**src/rtl/alu_pkg.sv**
```systemverilog
// alu_pkg
//   Shared defaults for the fixed-point ALU command path and the opcode map.
//   The operand format is signed Q(INT_W).(FRAC_W), packed into DATA_W bits.
package alu_pkg;

   localparam int INT_W  = 3;
   localparam int FRAC_W = 5;
   localparam int INST_W = 3;
   localparam int DATA_W = INT_W + FRAC_W;

   localparam logic [INST_W-1:0] ADD     = 3'd0;
   localparam logic [INST_W-1:0] SUB     = 3'd1;
   localparam logic [INST_W-1:0] MUL     = 3'd2;
   localparam logic [INST_W-1:0] NAND    = 3'd3;
   localparam logic [INST_W-1:0] XNOR    = 3'd4;
   localparam logic [INST_W-1:0] SIGMOID = 3'd5;
   localparam logic [INST_W-1:0] ROT     = 3'd6;
   localparam logic [INST_W-1:0] MIN     = 3'd7;

endpackage

```
**src/rtl/sync_fifo.sv**
```systemverilog
// sync_fifo
//   Single-clock show-ahead FIFO. The head entry is visible on o_data while
//   o_empty is low; it is consumed by i_pop. Push into a full FIFO and pop
//   from an empty FIFO are ignored. Simultaneous push and pop both take
//   effect and leave the count unchanged.
// Ports
//   i_clk, i_rst       : clock, synchronous active-high reset (empties FIFO)
//   i_push, i_data     : write request and data
//   i_pop              : consume head entry
//   o_data             : head entry (undefined content when empty)
//   o_empty            : no entries held
//   o_count            : number of entries held, 0..DEPTH
module sync_fifo #(
   parameter int WIDTH = 8,
   parameter int DEPTH = 4
) (
   input  logic                     i_clk,
   input  logic                     i_rst,
   input  logic                     i_push,
   input  logic [WIDTH-1:0]         i_data,
   input  logic                     i_pop,
   output logic [WIDTH-1:0]         o_data,
   output logic                     o_empty,
   output logic [$clog2(DEPTH):0]   o_count
);

   localparam int AW = $clog2(DEPTH);

   logic [WIDTH-1:0] r_mem [DEPTH];
   logic [AW-1:0]    r_wr_ptr;
   logic [AW-1:0]    r_rd_ptr;
   logic [AW:0]      r_count;

   logic w_push;
   logic w_pop;

   assign w_push = i_push && (r_count != (AW+1)'(DEPTH));
   assign w_pop  = i_pop && (r_count != '0);

   // Storage carries no reset; only pointers and count define validity.
   always_ff @(posedge i_clk) begin
      if (w_push) begin
         r_mem[r_wr_ptr] <= i_data;
      end
   end

   // DEPTH is a power of two, so pointer increment wraps modulo DEPTH.
   always_ff @(posedge i_clk) begin
      if (i_rst) begin
         r_wr_ptr <= '0;
         r_rd_ptr <= '0;
         r_count  <= '0;
      end else begin
         if (w_push) begin
            r_wr_ptr <= r_wr_ptr + 1'b1;
         end
         if (w_pop) begin
            r_rd_ptr <= r_rd_ptr + 1'b1;
         end
         case ({w_push, w_pop})
            2'b10:   r_count <= r_count + 1'b1;
            2'b01:   r_count <= r_count - 1'b1;
            default: r_count <= r_count;
         endcase
      end
   end

   assign o_data  = r_mem[r_rd_ptr];
   assign o_empty = (r_count == '0);
   assign o_count = r_count;

endmodule

```
**src/rtl/alu_cmd_issuer.sv**
```systemverilog
// alu_cmd_issuer
//   Queues ALU commands, issues them one per cycle to an external ALU with a
//   fixed one-cycle latency, captures each result with its opcode tag and
//   presents results downstream in acceptance order.
// Ports
//   i_clk, i_rst                    : clock, synchronous active-high reset
//   i_cmd_valid / o_cmd_ready       : upstream command handshake
//   i_cmd_inst, i_cmd_a, i_cmd_b    : opcode and signed fixed-point operands
//   o_alu_valid, o_alu_inst/a/b     : issue to the ALU (data zero when idle)
//   i_alu_valid, i_alu_data         : registered ALU result, free-running valid
//   o_res_valid / i_res_ready       : downstream result handshake
//   o_res_data, o_res_inst          : result and the opcode that produced it
//   o_err                           : sticky, set when an expected result is missing
module alu_cmd_issuer #(
   parameter int INT_W  = alu_pkg::INT_W,
   parameter int FRAC_W = alu_pkg::FRAC_W,
   parameter int INST_W = alu_pkg::INST_W,
   parameter int DATA_W = INT_W + FRAC_W,
   parameter int DEPTH  = 4
) (
   input  logic              i_clk,
   input  logic              i_rst,
   input  logic              i_cmd_valid,
   output logic              o_cmd_ready,
   input  logic [INST_W-1:0] i_cmd_inst,
   input  logic [DATA_W-1:0] i_cmd_a,
   input  logic [DATA_W-1:0] i_cmd_b,
   output logic              o_alu_valid,
   output logic [INST_W-1:0] o_alu_inst,
   output logic [DATA_W-1:0] o_alu_a,
   output logic [DATA_W-1:0] o_alu_b,
   input  logic              i_alu_valid,
   input  logic [DATA_W-1:0] i_alu_data,
   output logic              o_res_valid,
   input  logic              i_res_ready,
   output logic [DATA_W-1:0] o_res_data,
   output logic [INST_W-1:0] o_res_inst,
   output logic              o_err
);

   import alu_pkg::*;

   localparam int CW    = $clog2(DEPTH) + 1;
   localparam int CMD_W = INST_W + 2 * DATA_W;
   localparam int RES_W = DATA_W + INST_W;

   // Command FIFO
   logic             w_cmd_push;
   logic             w_cmd_empty;
   logic [CW-1:0]    w_cmd_count;
   logic [CMD_W-1:0] w_cmd_head;

   // Result FIFO
   logic             w_res_push;
   logic             w_res_pop;
   logic             w_res_empty;
   logic [CW-1:0]    w_res_count;
   logic [RES_W-1:0] w_res_head;

   logic             w_issue;
   logic [CW:0]      w_res_occ;

   logic              r_inflight;
   logic [INST_W-1:0] r_tag;
   logic              r_err;

   // Ready uses the registered count only: a pop in the same cycle does not
   // open a slot until the next cycle.
   assign o_cmd_ready = (w_cmd_count < CW'(DEPTH));
   assign w_cmd_push  = i_cmd_valid && o_cmd_ready;

   sync_fifo #(
      .WIDTH (CMD_W),
      .DEPTH (DEPTH)
   ) u_cmd_fifo (
      .i_clk   (i_clk),
      .i_rst   (i_rst),
      .i_push  (w_cmd_push),
      .i_data  ({i_cmd_inst, i_cmd_a, i_cmd_b}),
      .i_pop   (w_issue),
      .o_data  (w_cmd_head),
      .o_empty (w_cmd_empty),
      .o_count (w_cmd_count)
   );

   // Reserve a result slot for the command in flight so a result can never
   // arrive to a full result FIFO.
   assign w_res_occ = {1'b0, w_res_count} + (CW+1)'(r_inflight);
   assign w_issue   = !w_cmd_empty && (w_res_occ < (CW+1)'(DEPTH));

   assign o_alu_valid = w_issue;
   assign o_alu_inst  = w_issue ? w_cmd_head[CMD_W-1 -: INST_W]          : '0;
   assign o_alu_a     = w_issue ? w_cmd_head[2*DATA_W-1 -: DATA_W]       : '0;
   assign o_alu_b     = w_issue ? w_cmd_head[DATA_W-1:0]                 : '0;

   // ALU latency is exactly one cycle, so a single flag plus tag tracks the
   // outstanding operation; i_alu_valid is only meaningful while it is set.
   always_ff @(posedge i_clk) begin
      if (i_rst) begin
         r_inflight <= 1'b0;
         r_tag      <= '0;
         r_err      <= 1'b0;
      end else begin
         r_inflight <= w_issue;
         r_tag      <= o_alu_inst;
         if (r_inflight && !i_alu_valid) begin
            r_err <= 1'b1;
         end
      end
   end

   assign w_res_push = r_inflight && i_alu_valid;
   assign w_res_pop  = !w_res_empty && i_res_ready;

   sync_fifo #(
      .WIDTH (RES_W),
      .DEPTH (DEPTH)
   ) u_res_fifo (
      .i_clk   (i_clk),
      .i_rst   (i_rst),
      .i_push  (w_res_push),
      .i_data  ({i_alu_data, r_tag}),
      .i_pop   (w_res_pop),
      .o_data  (w_res_head),
      .o_empty (w_res_empty),
      .o_count (w_res_count)
   );

   // Storage is not reset, so gate the head to keep outputs zero when idle.
   assign o_res_valid = !w_res_empty;
   assign o_res_data  = o_res_valid ? w_res_head[RES_W-1 -: DATA_W] : '0;
   assign o_res_inst  = o_res_valid ? w_res_head[INST_W-1:0]        : '0;
   assign o_err       = r_err;

endmodule

```
**config.mk**
```make
export PLATFORM = sky130hd
export DESIGN_NAME = alu_cmd_issuer
export DESIGN_NICKNAME = d
export VERILOG_FILES = /design/src/rtl/alu_pkg.sv /design/src/rtl/sync_fifo.sv /design/src/rtl/alu_cmd_issuer.sv
export SDC_FILE = /design/constraint.sdc
export NUM_CORES = 1
export LEC_CHECK = 0
export ABC_CLOCK_PERIOD_IN_PS = 2390
export CAP_MARGIN = 20
export CORE_MARGIN = 2
export CORE_UTILIZATION = 58
export CTS_BUF_LIST = sky130_fd_sc_hd__clkbuf_4
export DETAILED_ROUTE_END_ITERATION = 7
export PLACE_DENSITY = 0.82
export SLEW_MARGIN = 20
export SYNTH_ARGS = -nofsm -noshare
export SYNTH_HDL_FRONTEND = slang
export SYNTH_SLANG_ARGS = --single-unit
```
**constraint.sdc**
```tcl
create_clock -name i_clk -period 2.39 [get_ports i_clk]
set_input_delay 0.239 -clock i_clk [delete_from_list [all_inputs] [get_ports i_clk]]
set_output_delay 0.239 -clock i_clk [all_outputs]
set_load 0.01 [all_outputs]
```
==> summary.md <==
| Metric | Value |
|---|---|
| Post-Synthesis Cell Area | 5670 um^2 |
| Min-Delay Path Class | in2reg |
| Multi-input gate area | 1450 um^2 |
| DR vias | 2918 |
| Pin count of the biggest net entering global routing | 21 |
| Status | finished, final reports clean |
| Post-Syn Nets | 352 |
| GRT overflow | 0 |
| Most Crowded Layer GR | met2 |
| Sequential area share after synthesis | 71.7% |
| Crit path time final | 2.28 ns |
| Router iterations before antenna repair | 4 |
| Max Cap Violations | 0 |
| Initial antenna violation count | 0 |
| Worst vdd ir | 0.000613 V |
| Root buffer cell | clkbuf_4 |
| Post-DP HPWL | 6020 um |
| Buffers on Ports | 65 |
| Height of the die | 103 um |
| Worst Hold Launch | i_cmd_a[6] |
| Crit path max fanout | 5 |
| Comb pwr share | 35.6% |
| Die area | 10600 um^2 |
| CP Capture Type | flop |
| DP Cell Count | 506 |
| GR met1 Demand/Resource | 22.2% |
| M3 GR Usage | 6.31% |
| Family with the most delay on the worst path | simple AND/OR/NAND/NOR gates |
| Critical path class | reg2reg |
| Clock network power share | 19.2% |
| DRC | 0 |
| First-pass GRT wire length | 14600 um |
| Nets | 441 |
| Starting Density | 58.8% |
| Worst Skew | 0.0210 ns |
| Leakage | 2.40 nW |
| CTS Hold Bufs | 0 |
| Post-layout util | 70.7% |
| Syn-to-layout area delta | 20.2% |
| Remaining antenna violation count | 0 |
| Via density per instance | 5.37 |
| Share of cells above drive strength 1 | 25.1% |
| Crit path from | u_res_fifo.o_count[2] |
| Core area | 9640 um^2 |
| Clk slew on worst S/H paths | 0.13 ns |
| Psw | 2.17 mW |
| GP Congestion | 0.697 |
| Final setup fails | 0 |
| Antenna diodes | 0 |
| Synth warnings | 0 |
| CP startpoint kind | flop |
| Final wirelength | 9500 um |
| FF-to-FF Start | u_res_fifo.o_count[2] |
| Slew @ Worst Pin | 0.581 ns |
| Unrepaired setup endpoints after global routing | no |
| Sink Count | 143 |
| Worst Path Arrival | 2.71 ns |
| Register area | 4070 um^2 |
| Drt wl/cell | 17.5 um |
| Cell Chain, Critical Path | nor3b_1 -> nor2_1 -> inv_1 -> ha_1 -> inv_1 -> fa_1 -> xor2_1 -> or3_1 -> a21oi_1 |
| CP max-delay cell | dfxtp_1 |
| # rows | 36 |
| Clock Latency Late Sink | 0.50 ns |
| Most common cell after layout, fill and taps aside | edfxtp_1 |
| Fillers | 655 |
| H-tree Lvls | 4 |
| Ports | 66 |
| Overall routing resource usage | 19.2% |
| Most frequent cells in the layout | edfxtp_1, clkdlybuf4s50_1, mux4_2 |
| Mapped Cells | 308 |
| Switch share | 31.2% |
| Filler-free cell count of the finished design | 543 |
| Clock buffer depth | 2 |
| Sequential power share | 45.2% |
| Final hold vios | 0 |
| Crit path buf inv count | 2 |
| Critical path required time | 2.82 ns |
| Power Density | 1020 nW/um^2 |
| Max-slew headroom | 61.2% |
| Vias in the first global route | 2964 |
| CTS Buf Count | 17 |
| Period Utilization, post-route | 95.5% |
| Syn Area/Cell | 18.4 um^2 |
| Pins over their slew limit | 0 |
| Internal Power | 4.80 mW |
| Crit-path max cell delay | 0.45 ns |
| Met2 Use GR | 34.2% |
| Seq cells post-synth | 143 |
| Setup TNS Final | 0 ns |
| Synth unique cells | 32 |
| Die width | 103 um |
| CTS tree | yes |
| 1st-iter DRT viols | 85 |
| Crit path top cell by count | inv_1 |
| Max Freq | 438 MHz |
[final timing paths]
kind	cells past startpoint	slack, ns	end
worst max-delay path	9	0.11	u_res_fifo.o_count[2]
worst max register to register	9	0.11	u_res_fifo.o_count[2]
worst min-delay path	1	0.36	u_cmd_fifo.r_mem[0][14]
worst min register to register	2	0.48	o_err
[cell type report]
cell class | count | area share (%)
sequential | 143 | 59.8
multi-input combinational | 138 | 21.3
timing repair buffer | 83 | 11.9
tap | 133 | 2.44
clock buffer | 17 | 1.87
clock inverter | 15 | 1.86
inverter | 14 | 0.845
[cell families (layout without fill, tap and decap cells)]
logic type	Yosys count	after routing	synth area share [%]
flip-flops	143	143	71.7
AND/OR/NAND/NOR	72	72	7.42
multiplexers	35	35	12.9
buffers and inverters	27	129	2.83
adder cells (fa/ha/maj)	12	12	2.91
AO/OA/AOI/OAI	12	12	1.17
XOR/XNOR	7	7	1.08
[worst reg2reg max path: cells and delay by family, from the launching register on]
family                   cells  cell delay [ns]
XOR/XNOR                     1             0.17
adder cells (fa/ha/maj)      2             0.61
AND/OR/NAND/NOR              3             0.72
buffers and inverters        2             0.13
AO/OA/AOI/OAI                1             0.15
flip-flops                   1             0.45
[cell usage after synthesis (all sizes together)]
master	count	area, um^2
dfxtp	23	460
ha	10	125
clkbuf	4	15.0
nand3	2	10.0
mux2	3	33.8
o311ai	1	8.76
xor2	5	43.8
and3	5	31.3
mux4	30	676
mux2i	2	20.0
nor2b	14	87.6
edfxtp	120	3600
o31ai	1	7.51
buf	8	75.1
or3	3	23.8
nor3	2	10.0
nor4b	1	8.76
nand2	1	3.75
a21oi	6	30.0
nor2	15	56.3
clkinv	1	8.76
o21ai	4	20.0
and2	24	150
or3b	1	8.76
nor3b	4	30.0
dlymetal6s2s	1	12.5
inv	13	48.8
fa	2	40.0
xnor2	2	17.5
[through the flow]
stage | cell area, um^2 | hold WS (ns) | setup WS, ns | power (mW)
6_report | 6810 | 0.358 | 0.107 | 6.97
3_3_place_gp | 6500 | 0.447 | 0.199 | 5.66
3_5_place_dp | 6500 | 0.454 | 0.108 | 5.73
2_1_floorplan | 5670 | 0.338 | 0.249 | 4.69
5_1_grt | 6810 | 0.312 | 0.00410 | 7.34
4_1_cts | 6780 | 0.315 | 0.00198 | 6.96
[power by group through the flow]
stage	Sequential, mW	Combinational [mW]	Clock (mW)
final	3.15	2.48	1.34
after global routing	3.18	2.69	1.47
after CTS	3.14	2.45	1.37
after detailed placement	3.19	2.55	0
after global placement	3.17	2.49	0
after floorplan	3.15	1.54	0
[metal layers]
metal	share of wire (%)	vias up	wire length (um)
li1	-	1359	-
met1	39	1465	3680
met2	55	84	5180
met3	5.6	10	529
met4	1.1	0	109
met5	0	-	0
[what timing repair did]
action | 4_1_cts | 5_1_grt
setup buffers | 1 | 2
endpoints found under the setup margin | 31 | 19
gates cloned | 1 | 1
gates resized for setup | 41 | 31
[registers in the layout, summed over array words and instances, names as in the netlist, named ones only]
name	cells
o_err	1
r_tag	3
u_cmd_fifo.o_count	3
u_res_fifo.r_wr_ptr	2
u_cmd_fifo.r_mem	76
u_cmd_fifo.r_rd_ptr	2
r_inflight	1
u_res_fifo.o_count	3
u_res_fifo.r_rd_ptr	2
u_res_fifo.r_mem	44
u_cmd_fifo.r_wr_ptr	2
No activity file was read; power rests on OpenSTA's default activity.
